==> config.mk <==
export PLATFORM = sky130hd
export DESIGN_NAME = cplx_mult_driver_flat
export DESIGN_NICKNAME = d
export VERILOG_FILES = /design/src/rtl/cplx_mult_pkg.sv /design/src/rtl/cplx_mult_driver_if.sv /design/src/rtl/cplx_mult_driver_op_fifo.sv /design/src/rtl/cplx_mult_driver.sv /design/src/flat_wrapper.sv
export SDC_FILE = /design/constraint.sdc
export NUM_CORES = 1
export LEC_CHECK = 0
export CELL_PAD_IN_SITES_DETAIL_PLACEMENT = 0
export CELL_PAD_IN_SITES_GLOBAL_PLACEMENT = 1
export CORE_MARGIN = 4
export CORE_UTILIZATION = 30
export CTS_BUF_LIST = sky130_fd_sc_hd__clkbuf_16
export CTS_CLUSTER_DIAMETER = 80
export CTS_CLUSTER_SIZE = 20
export DETAILED_ROUTE_END_ITERATION = 10
export PLACE_DENSITY = 0.58
export REMOVE_ABC_BUFFERS = 1
export SETUP_SLACK_MARGIN = 0.05
export SYNTH_ARGS = -nofsm -noshare
export SYNTH_HDL_FRONTEND = slang
export SYNTH_SLANG_ARGS = --single-unit
==> constraint.sdc <==
create_clock -name clk -period 2.8 [get_ports clk]
set_input_delay 0.56 -clock clk [delete_from_list [all_inputs] [get_ports clk]]
set_output_delay 0.56 -clock clk [all_outputs]
set_load 0.005 [all_outputs]
==> src/rtl/cplx_mult_pkg.sv <==
// Shared types for the complex-multiplier driver: FSM encoding, operand set, result width.
package cplx_mult_pkg;

  localparam int OP_W = 8;

  function automatic int res_w(input int data_w);
    return 2 * data_w + 1;
  endfunction

  localparam int RES_W = res_w(OP_W);

  localparam logic [1:0] ST_IDLE     = 2'b00;
  localparam logic [1:0] ST_ISSUE    = 2'b01;
  localparam logic [1:0] ST_WAIT_RES = 2'b10;

  typedef struct packed {
    logic signed [OP_W-1:0] a_re;
    logic signed [OP_W-1:0] a_im;
    logic signed [OP_W-1:0] b_re;
    logic signed [OP_W-1:0] b_im;
  } op_set_t;

endpackage

==> src/rtl/cplx_mult_driver_if.sv <==
// Handshake bundle around the driver: upstream operands, multiplier control, downstream results.
interface cplx_mult_driver_if
  import cplx_mult_pkg::*;
#(
  parameter int DATA_W = OP_W
);
  localparam int RW = res_w(DATA_W);

  logic                     in_val;
  logic                     in_ready;
  logic signed [DATA_W-1:0] in_a_re;
  logic signed [DATA_W-1:0] in_a_im;
  logic signed [DATA_W-1:0] in_b_re;
  logic signed [DATA_W-1:0] in_b_im;

  logic                     op_val;
  logic                     op_ready;
  logic signed [DATA_W-1:0] op_a_re;
  logic signed [DATA_W-1:0] op_a_im;
  logic signed [DATA_W-1:0] op_b_re;
  logic signed [DATA_W-1:0] op_b_im;

  logic                     res_val;
  logic                     res_ready;
  logic signed [RW-1:0]     res_re;
  logic signed [RW-1:0]     res_im;

  logic                     out_val;
  logic                     out_ready;
  logic signed [RW-1:0]     out_re;
  logic signed [RW-1:0]     out_im;

  // master: the driver itself; slave: everything around it
  modport master (
    input  in_val, in_a_re, in_a_im, in_b_re, in_b_im,
    output in_ready,
    output op_val, op_a_re, op_a_im, op_b_re, op_b_im,
    input  op_ready,
    input  res_val, res_re, res_im,
    output res_ready,
    output out_val, out_re, out_im,
    input  out_ready
  );

  modport slave (
    output in_val, in_a_re, in_a_im, in_b_re, in_b_im,
    input  in_ready,
    input  op_val, op_a_re, op_a_im, op_b_re, op_b_im,
    output op_ready,
    output res_val, res_re, res_im,
    input  res_ready,
    input  out_val, out_re, out_im,
    output out_ready
  );

endinterface

==> src/rtl/cplx_mult_driver_op_fifo.sv <==
// cplx_op_fifo: synchronous operand FIFO, registered count, head visible without a pop.
module cplx_op_fifo #(
  parameter int W     = 32,
  parameter int DEPTH = 4
) (
  input  logic                     clk,
  input  logic                     sw_rst,
  input  logic                     push,
  input  logic                     pop,
  input  logic [W-1:0]             wdata,
  output logic [W-1:0]             head,
  output logic                     full,
  output logic                     empty,
  output logic [$clog2(DEPTH):0]   count
);

  localparam int AW = $clog2(DEPTH);
  localparam int CW = AW + 1;

  logic [W-1:0]  mem [DEPTH];
  logic [AW-1:0] wr_ptr;
  logic [AW-1:0] rd_ptr;
  logic          push_ok;
  logic          pop_ok;

  assign full    = (count == CW'(DEPTH));
  assign empty   = (count == '0);
  assign push_ok = push && !full;
  assign pop_ok  = pop && !empty;
  assign head    = mem[rd_ptr];

  always_ff @(posedge clk) begin
    if (push_ok) mem[wr_ptr] <= wdata;
  end

  // pointers wrap naturally because DEPTH is a power of two
  always_ff @(posedge clk) begin
    if (sw_rst) begin
      wr_ptr <= '0;
      rd_ptr <= '0;
      count  <= '0;
    end else begin
      if (push_ok) wr_ptr <= wr_ptr + 1'b1;
      if (pop_ok)  rd_ptr <= rd_ptr + 1'b1;
      case ({push_ok, pop_ok})
        2'b10:   count <= count + 1'b1;
        2'b01:   count <= count - 1'b1;
        default: count <= count;
      endcase
    end
  end

endmodule

==> src/rtl/cplx_mult_driver.sv <==
// Initiator front end for the complex multiplier: buffer, issue one op, collect, hold result.
// Optional watchdog on the in-flight operation is compiled in with CMD_WATCHDOG_EN.
//
// state    | meaning
// IDLE     | waiting for a buffered operand set; loads op_* from the FIFO head
// ISSUE    | op_val high until the multiplier takes the operands
// WAIT_RES | waiting for the product; accepts it only when the output register is free
module cplx_mult_driver
  import cplx_mult_pkg::*;
#(
  parameter int DATA_W     = OP_W,
  parameter int FIFO_DEPTH = 4,
  parameter int TIMEOUT    = 64
) (
  input  logic                 clk,
  input  logic                 sw_rst,
  cplx_mult_driver_if.master   bus,
  output logic                 mult_sw_rst,
  output logic [15:0]          done_cnt,
  output logic                 timeout_err
);

  localparam int RW = res_w(DATA_W);

  logic [1:0]  state;
  logic [1:0]  state_nxt;
  op_set_t     fifo_wdata;
  op_set_t     fifo_head;
  op_set_t     op_q;
  logic        fifo_full;
  logic        fifo_empty;
  logic        fifo_push;
  logic        fifo_pop;
  logic [$clog2(FIFO_DEPTH):0] fifo_count;

  logic              out_val_q;
  logic signed [RW-1:0] out_re_q;
  logic signed [RW-1:0] out_im_q;

  logic op_fire;
  logic res_fire;
  logic wd_fire;

  always_comb begin
    fifo_wdata      = '0;
    fifo_wdata.a_re = bus.in_a_re;
    fifo_wdata.a_im = bus.in_a_im;
    fifo_wdata.b_re = bus.in_b_re;
    fifo_wdata.b_im = bus.in_b_im;
  end

  assign bus.in_ready  = !fifo_full && !sw_rst;
  assign fifo_push     = bus.in_val && bus.in_ready;
  assign bus.op_val    = (state == ST_ISSUE);
  assign bus.res_ready = (state == ST_WAIT_RES) && !out_val_q;
  assign op_fire       = bus.op_val && bus.op_ready;
  assign res_fire      = bus.res_val && bus.res_ready;
  // a watchdog expiry in ISSUE drops the head entry along with the operation
  assign fifo_pop      = (state == ST_ISSUE) && (op_fire || wd_fire);

  assign bus.op_a_re = op_q.a_re;
  assign bus.op_a_im = op_q.a_im;
  assign bus.op_b_re = op_q.b_re;
  assign bus.op_b_im = op_q.b_im;
  assign bus.out_val = out_val_q;
  assign bus.out_re  = out_re_q;
  assign bus.out_im  = out_im_q;

  cplx_op_fifo #(
    .W     ($bits(op_set_t)),
    .DEPTH (FIFO_DEPTH)
  ) u_fifo (
    .clk    (clk),
    .sw_rst (sw_rst),
    .push   (fifo_push),
    .pop    (fifo_pop),
    .wdata  (fifo_wdata),
    .head   (fifo_head),
    .full   (fifo_full),
    .empty  (fifo_empty),
    .count  (fifo_count)
  );

  always_comb begin
    state_nxt = state;
    case (state)
      ST_IDLE:     if (!fifo_empty) state_nxt = ST_ISSUE;
      ST_ISSUE:    if (wd_fire) state_nxt = ST_IDLE;
                   else if (op_fire) state_nxt = ST_WAIT_RES;
      ST_WAIT_RES: if (wd_fire || res_fire) state_nxt = ST_IDLE;
      default:     state_nxt = ST_IDLE;
    endcase
  end

  always_ff @(posedge clk) begin
    if (sw_rst) begin
      state     <= ST_IDLE;
      op_q      <= '0;
      out_val_q <= 1'b0;
      out_re_q  <= '0;
      out_im_q  <= '0;
      done_cnt  <= '0;
    end else begin
      state <= state_nxt;
      if (state == ST_IDLE && !fifo_empty) op_q <= fifo_head;
      if (out_val_q && bus.out_ready) out_val_q <= 1'b0;
      // capture overrides the clear so a same-cycle hand-off keeps out_val high
      if (res_fire && !wd_fire) begin
        out_val_q <= 1'b1;
        out_re_q  <= bus.res_re;
        out_im_q  <= bus.res_im;
        done_cnt  <= done_cnt + 16'd1;
      end
    end
  end

`ifdef CMD_WATCHDOG_EN
  localparam int WD_W = $clog2(TIMEOUT) + 1;

  logic [WD_W-1:0] wd_cnt;
  logic            wd_pulse_q;

  assign wd_fire     = (state != ST_IDLE) && (wd_cnt == WD_W'(TIMEOUT - 1));
  assign mult_sw_rst = sw_rst || wd_pulse_q;

  always_ff @(posedge clk) begin
    if (sw_rst) begin
      wd_cnt      <= '0;
      wd_pulse_q  <= 1'b0;
      timeout_err <= 1'b0;
    end else begin
      wd_pulse_q <= wd_fire;
      if (wd_fire) timeout_err <= 1'b1;
      if (state == ST_IDLE || state_nxt != state) wd_cnt <= '0;
      else wd_cnt <= wd_cnt + 1'b1;
    end
  end
`else
  assign wd_fire     = 1'b0;
  assign timeout_err = 1'b0;
  assign mult_sw_rst = sw_rst;
`endif

endmodule

==> src/flat_wrapper.sv <==
// flat-port wrapper written by rule: the top's interface ports become plain ports
module cplx_mult_driver_flat import cplx_mult_pkg::*;
#(
  parameter int DATA_W     = OP_W,
  parameter int FIFO_DEPTH = 4,
  parameter int TIMEOUT    = 64
)
  (clk, sw_rst, mult_sw_rst, done_cnt, timeout_err, bus_in_val, bus_in_a_re, bus_in_a_im, bus_in_b_re, bus_in_b_im, bus_in_ready, bus_op_val, bus_op_a_re, bus_op_a_im, bus_op_b_re, bus_op_b_im, bus_op_ready, bus_res_val, bus_res_re, bus_res_im, bus_res_ready, bus_out_val, bus_out_re, bus_out_im, bus_out_ready);
  cplx_mult_driver_if #(.DATA_W(DATA_W)) bus_i ();
  input  logic clk;
  input  logic sw_rst;
  output logic mult_sw_rst;
  output logic [15:0] done_cnt;
  output logic timeout_err;
  input wire logic [$bits(bus_i.in_val)-1:0] bus_in_val;
  input wire logic [$bits(bus_i.in_a_re)-1:0] bus_in_a_re;
  input wire logic [$bits(bus_i.in_a_im)-1:0] bus_in_a_im;
  input wire logic [$bits(bus_i.in_b_re)-1:0] bus_in_b_re;
  input wire logic [$bits(bus_i.in_b_im)-1:0] bus_in_b_im;
  output wire logic [$bits(bus_i.in_ready)-1:0] bus_in_ready;
  output wire logic [$bits(bus_i.op_val)-1:0] bus_op_val;
  output wire logic [$bits(bus_i.op_a_re)-1:0] bus_op_a_re;
  output wire logic [$bits(bus_i.op_a_im)-1:0] bus_op_a_im;
  output wire logic [$bits(bus_i.op_b_re)-1:0] bus_op_b_re;
  output wire logic [$bits(bus_i.op_b_im)-1:0] bus_op_b_im;
  input wire logic [$bits(bus_i.op_ready)-1:0] bus_op_ready;
  input wire logic [$bits(bus_i.res_val)-1:0] bus_res_val;
  input wire logic [$bits(bus_i.res_re)-1:0] bus_res_re;
  input wire logic [$bits(bus_i.res_im)-1:0] bus_res_im;
  output wire logic [$bits(bus_i.res_ready)-1:0] bus_res_ready;
  output wire logic [$bits(bus_i.out_val)-1:0] bus_out_val;
  output wire logic [$bits(bus_i.out_re)-1:0] bus_out_re;
  output wire logic [$bits(bus_i.out_im)-1:0] bus_out_im;
  input wire logic [$bits(bus_i.out_ready)-1:0] bus_out_ready;
  assign bus_i.in_val = bus_in_val;
  assign bus_i.in_a_re = bus_in_a_re;
  assign bus_i.in_a_im = bus_in_a_im;
  assign bus_i.in_b_re = bus_in_b_re;
  assign bus_i.in_b_im = bus_in_b_im;
  assign bus_in_ready = bus_i.in_ready;
  assign bus_op_val = bus_i.op_val;
  assign bus_op_a_re = bus_i.op_a_re;
  assign bus_op_a_im = bus_i.op_a_im;
  assign bus_op_b_re = bus_i.op_b_re;
  assign bus_op_b_im = bus_i.op_b_im;
  assign bus_i.op_ready = bus_op_ready;
  assign bus_i.res_val = bus_res_val;
  assign bus_i.res_re = bus_res_re;
  assign bus_i.res_im = bus_res_im;
  assign bus_res_ready = bus_i.res_ready;
  assign bus_out_val = bus_i.out_val;
  assign bus_out_re = bus_i.out_re;
  assign bus_out_im = bus_i.out_im;
  assign bus_i.out_ready = bus_out_ready;
  cplx_mult_driver #(.DATA_W(DATA_W), .FIFO_DEPTH(FIFO_DEPTH), .TIMEOUT(TIMEOUT)) u_core (.clk(clk), .sw_rst(sw_rst), .bus(bus_i), .mult_sw_rst(mult_sw_rst), .done_cnt(done_cnt), .timeout_err(timeout_err));
endmodule
==> results of run 1 <==
worst min path at each step:
stage                               start                endpoint  slack [ns]  cells after the start
floorplan           u_core.bus.op_a_im[0]   u_core.bus.op_a_im[0]        0.45                      2
global placement     u_core.bus.out_re[5]    u_core.bus.out_re[5]        0.44                      2
detailed placement  u_core.bus.out_im[14]   u_core.bus.out_im[14]        0.45                      2
CTS                                sw_rst  u_core.u_fifo.count[2]        0.35                      2
global route                       sw_rst  u_core.u_fifo.count[2]        0.36                      2
finish                             sw_rst  u_core.u_fifo.count[0]        0.37                      2
layer usage:
metal  part of all wire  up-vias  routed length [µm]  GRT usage
li1                   -     2456                   -          -
met1               0.47     2542                9090      0.173
met2               0.46      164                8850      0.205
met3              0.057       22                1100     0.0313
met4              0.017        2                 334     0.0293
met5            0.00067        -                  13          0
report_power, final:
part	total, µW	internal (µW)	switching, µW
Sequential	3570	3530	46.4
Combinational	568	292	275
Clock	2090	998	1100
Total	6240	4820	1420
worst max-delay path: stages, from the launching register on:
cell and delay [ns]:
dfxtp_1 0.58, nor3b_4 0.37, clkdlybuf4s50_1 0.58
final cells by class:
| cell class | count | area (µm²) |
|---|---|---|
| clock buffer | 15 | 375 |
| clock inverter | 11 | 60.1 |
| fill | 2501 | 16200 |
| inverter | 9 | 33.8 |
| multi-input combinational | 340 | 2300 |
| sequential | 220 | 5690 |
| tap | 341 | 427 |
| timing repair buffer | 173 | 1770 |
layout by cell type (no fill, tap or decap), types with 10 or more instances in the layout:
cell type and instances:
buf_4 10, mux4_2 32, clkbuf_16 15, a21oi_1 77
inv_1 16, nor2_1 20, clkdlybuf4s50_1 157, dfxtp_1 90
edfxtp_1 128, nand2_1 139
per-stage QoR:
step / worst slack, ns / cells / util / hold WS, ns / setup TNS [ns]
6_report: 0.239 / 1109 / 0.397 / 0.372 / 0
3_3_place_gp: 0.166 / 1083 / 0.381 / 0.443 / 0
4_1_cts: 0.106 / 1109 / 0.397 / 0.351 / 0
3_5_place_dp: 0.103 / 1083 / 0.381 / 0.446 / 0
5_1_grt: 0.103 / 1109 / 0.397 / 0.359 / 0
2_1_floorplan: -1.03 / 569 / - / 0.447 / -30.89
timing repair:
action | CTS | global route
hold buffers | 0 | 0
resized for setup | 0 | 1
endpoints found under the setup margin | 0 | 1
flip-flops by register name (all words and copies together), names as in the netlist, 3 cells and up:
signal               count
u_core.bus.op_a_re       8
u_core.done_cnt         16
u_core.bus.out_im       17
u_core.bus.out_re       17
u_core.bus.op_b_re       8
u_core.u_fifo.count      3
u_core.bus.op_b_im       8
u_core.u_fifo.mem      128
u_core.bus.op_a_im       8
kinds of logic after synthesis:
kind of cell    Yosys count  share of synthesized area
compound gates           84                     0.0526
other cells               1                   0.000461
simple gates            200                      0.108
fa+ha+maj                 7                     0.0117
flops                   220                      0.699
xor+xnor                 15                     0.0161
buf+inv                  44                     0.0223
mux                      33                     0.0900
==> reports/qor.yml, run 1 <==
status:
  outcome: "completed"
die:
  start_util: 0.304
  die_w_um: 173
  total_die_area_um2: 29800
  floorplan.rows: 60
  coreArea_um2: 26800
  die_height_um: 173
  num_io_pins: 160
worst_setup_path:
  worst-endpoint-required_ns: 2.24
  worst_r2r_startpoint: "u_core.state[1]"
  crit_path_start_kind: "flip-flop"
  endpoint: "bus_res_ready"
  crit_path_start: "u_core.state[1]"
  critPathMaxFanout: 8
  endpoint_kind: "output pin"
  category_of_the_critical_setup_timing_path: "reg -> out"
  worst_r2r_dst: "u_core.u_fifo.count[2]"
  worstPathArrival_ns: 2.00
  r2r_setup_slack_ns: 0.58
  reg2reg_depth: 8
worst_hold_path:
  hold_path.class: "in -> reg"
drt:
  dr_total_vias: 5186
  via_per_inst: 4.68
  drt_first_iter_violations: 287
  drcViolationCount: 0
  drt_pre_antenna_iters: 5
  final_antenna_net_count: 0
  drt-wirelength-per-cell_um: 17.5
  wl_um: 19400
job:
  maxCapViolCount: 0
synth:
  synth_largest_area_cell: "edfxtp_1"
  postSynthRegisterBits: 220
  synth.top_cells.by_area: "edfxtp_1, dfxtp_1, mux4_2, nand2_1, a21oi_1"
  synth_cells: 604
  synth_largest_type_area_fraction: 0.472
  ys_async_sr_fraction: 0
  synthDistinctLibCells: 37
  synthesis.area_per_instance_um2: 13.5
  synth_sequential_area_ratio: 0.699
  syn-cell-area_um2: 8140
  yosys-top-cells-count: "nand2_1, edfxtp_1, dfxtp_1"
  synthesis.yosys.warnings: 0
  synth-edff-count: 128
  most_frequent_cell_after_synthesis: "nand2_1"
  most_used_dff_post_synth: "edfxtp_1"
global_routing:
  grtUsageTotal: 0.127
  grt_remaining_overflow: 0
  number_of_global_route_vias_before_repair: 5315
  grt_max_degree: 88
  grt_pass1_wl_um: 30400
  antenna_violations_before_repair: 1
power:
  leakage_uw: 0.00339
  vdd_ir_drop_max_mv: 0.341
  power.density_nw_per_um2: 586
  finalPower_uw: 6240
clocking:
  cts_post_setup_buffers_inserted: 0
  tritoncts: "yes"
  cts.clk_slew.worst_paths_ns: 0.09
  cts-buffers-inserted: 15
  cts-htree-levels: 1
  clock_sink_count: 220
  cts.root.buffer_cell: "clkbuf_16"
  clock_tree.buffer_depth: 3
  clock_latency_ns: 0.49
timing:
  period_needed_ns: 2.56
  worst_pin_slew_ns: 0.655
  max_slew_margin: 0.563
  finalHoldViolations: 0
  final.setup_skew_ns: 0.0261
  rsz_0062_raised_after_global_routing: "no"
  setup_viol: 0
  final_min_period_over_clock_period: 0.915
  slew_viol_final: 0
  highest_clock_frequency_the_design_can_meet_mhz: 390
placement:
  placed_area_um2: 10200
  dp_hpwl_um: 12400
  globalplace.congestion: 0.774
  io_buffer_count: 158
cells_and_area:
  antennaDiodeCount: 0
  finish.instance_area_um2: 10700
  syn2layout_area_growth_pct: 30.9
  drive_gt1_frac: 0.102
  fin_nets: 838
Note: power is estimated with default switching activity, not from simulation.
==> run 2: changes to the inputs <==
--- a/config.mk
+++ b/config.mk
@@ -13,7 +13,7 @@
 export CTS_CLUSTER_DIAMETER = 80
 export CTS_CLUSTER_SIZE = 20
 export DETAILED_ROUTE_END_ITERATION = 10
-export PLACE_DENSITY = 0.58
+export PLACE_DENSITY = 0.56
 export REMOVE_ABC_BUFFERS = 1
 export SETUP_SLACK_MARGIN = 0.05
 export SYNTH_ARGS = -nofsm -noshare
==> run 2 against run 1 <==
  * Worst hold slack got worse by 0.051 ns
  * Via count increased by 0.12%
  * Worst setup slack got worse by 0.027 ns
  * Final cell count increased by 0.54%
  * Core utilization increased by 0.28 points
  * Largest power group unchanged
  * Power increased by 3.4%
  * Count of clock-buffer cells in the layout increased by 1
  * Critical path depth unchanged
  * Critical path type unchanged
==> reports/qor.yml, run 2 (synthesis gave the netlist of run 1 again) <==
timing:
  finalSetupTns_ns: 0
  slew_viol_final: 0
  final.setup_skew_ns: 0.0243
  finalHoldViolations: 0
  period_needed_ns: 2.59
  rsz_0062_raised_after_global_routing: "no"
  max_slew_margin: 0.520
  final_min_period_over_clock_period: 0.924
  highest_clock_frequency_the_design_can_meet_mhz: 386
  worst_pin_slew_ns: 0.720
  setup_viol: 0
drt:
  final_antenna_net_count: 0
  dr_total_vias: 5192
  wl_um: 19600
  drt_first_iter_violations: 304
  drt-wirelength-per-cell_um: 17.6
  drcViolationCount: 0
  via_per_inst: 4.66
  drt_pre_antenna_iters: 4
placement:
  placed_area_um2: 10200
  io_buffer_count: 158
  dp_hpwl_um: 13000
  placedCellCount: 1087
  globalplace.congestion: 0.758
global_routing:
  grt_remaining_overflow: 0
  grtUsageTotal: 0.128
  antenna_violations_before_repair: 0
  number_of_global_route_vias_before_repair: 5366
  grt_max_degree: 54
  grt_pass1_wl_um: 30900
worst_hold_path:
  hold_path.class: "in -> reg"
worst_setup_path:
  crit_path_start_kind: "flip-flop"
  worst_r2r_dst: "u_core.u_fifo.count[2]"
  worst_r2r_startpoint: "u_core.state[0]"
  worstPathArrival_ns: 2.03
  critPathBufInv: 1
  crit_path_start: "u_core.state[1]"
  r2r_setup_slack_ns: 0.53
  endpoint_kind: "output pin"
  critical_path_depth: 2
  endpoint: "bus_res_ready"
  category_of_the_critical_setup_timing_path: "reg -> out"
  critPathTopFamily: "buffers and inverters"
  cp_slowest_stage_delay_ns: 0.59
  critPathMaxFanout: 8
  reg2reg_depth: 8
  timing.critical_path.slowest_stage_cell: "clkdlybuf4s50_1"
  timing.critical_path.cells: "nor3b_2 > clkdlybuf4s50_1"
  worst-endpoint-required_ns: 2.24
clocking:
  cts.root.buffer_cell: "clkbuf_16"
  clock_latency_ns: 0.49
  tritoncts: "yes"
  cts-buffers-inserted: 16
  ctsResizeCount: 0
  cts_post_setup_buffers_inserted: 0
  holdBufCountCts: 0
  clock_tree.buffer_depth: 3
  cts-htree-levels: 1
  cts.clk_slew.worst_paths_ns: 0.08
  clock_sink_count: 220
cells_and_area:
  finish.instance_area_um2: 10700
  syn2layout_area_growth_pct: 31.9
  nFillCells: 2491
  drive_gt1_frac: 0.110
  fin_nets: 843
  top_register: "u_core.u_fifo.mem"
  layout_common_cells: "clkdlybuf4s50_1, nand2_1, edfxtp_1, dfxtp_1, a21oi_1"
  layoutNonFillerInstCount: 1115
  largest_register_ff_count: 128
  antennaDiodeCount: 0
  postLayoutCoreUtil: 0.400
  layout_commonest_cell: "clkdlybuf4s50_1"
die:
  num_io_pins: 160
  floorplan.rows: 60
  coreArea_um2: 26800
  die_height_um: 173
  total_die_area_um2: 29800
  start_util: 0.304
  die_w_um: 173
job:
  maxCapViolCount: 0
power:
  leakage_uw: 0.00344
  finalPower_uw: 6450
  vdd_ir_drop_max_mv: 0.360
  power.density_nw_per_um2: 601
status:
  outcome: "completed"
-- run 2: cell types whose count changed in the layout (fill, tap and decap cells not counted) --
cell | previous run | this run
buf_12 | 6 | 4
buf_4 | 10 | 16
bufinv_16 | 0 | 1
clkbuf_16 | 15 | 16
clkinv_4 | 1 | 0
clkinv_8 | 0 | 1
inv_1 | 16 | 15
inv_12 | 0 | 1
inv_6 | 1 | 0
inv_8 | 1 | 2
nor3b_2 | 0 | 1
nor3b_4 | 1 | 0
-- run 2: power breakdown --
part	internal, µW	switching [µW]	leakage, µW
Sequential	3530	51.3	0.00191
Clock	1180	1130	0.000273
Combinational	289	272	0.00126
-- run 2: final cells by class --
cell class / instances / area (µm²) / area share
inverters: 9 / 33.8 / 0.00315
multi-input cells: 340 / 2290 / 0.214
well taps: 341 / 427 / 0.0398
clock inverters: 12 / 113 / 0.0105
repair buffers: 177 / 1770 / 0.165
clock buffers: 16 / 400 / 0.0373
flip-flops and latches: 220 / 5690 / 0.530
-- run 2: per-layer routing --
metal,vias up,share of wire,wire [µm],track usage
li1,2471,-,-,-
met1,2528,0.46,9050,0.179
met2,177,0.46,9020,0.209
met3,16,0.064,1250,0.0306
met4,0,0.014,274,0.0229
met5,-,0,0,0
-- run 2: worst min-delay path by stage --
stage	end	slack [ns]	cells after the start	from
floorplan	u_core.bus.op_a_im[0]	0.45	2	u_core.bus.op_a_im[0]
global placement	u_core.bus.out_im[1]	0.44	2	u_core.bus.out_im[1]
detailed placement	u_core.bus.out_re[12]	0.45	2	u_core.bus.out_re[12]
CTS	u_core.bus.op_b_im[4]	0.30	2	sw_rst
global route	u_core.bus.op_b_im[4]	0.30	2	sw_rst
finish	u_core.bus.op_b_im[4]	0.32	2	sw_rst
-- run 2: per-stage QoR --
step / setup WS (ns) / hold WS (ns)
after floorplan: -1.03 / 0.447
after global placement: 0.127 / 0.442
after detailed placement: 0.0583 / 0.447
after CTS: 0.201 / 0.299
after global routing: 0.149 / 0.304
final: 0.212 / 0.321
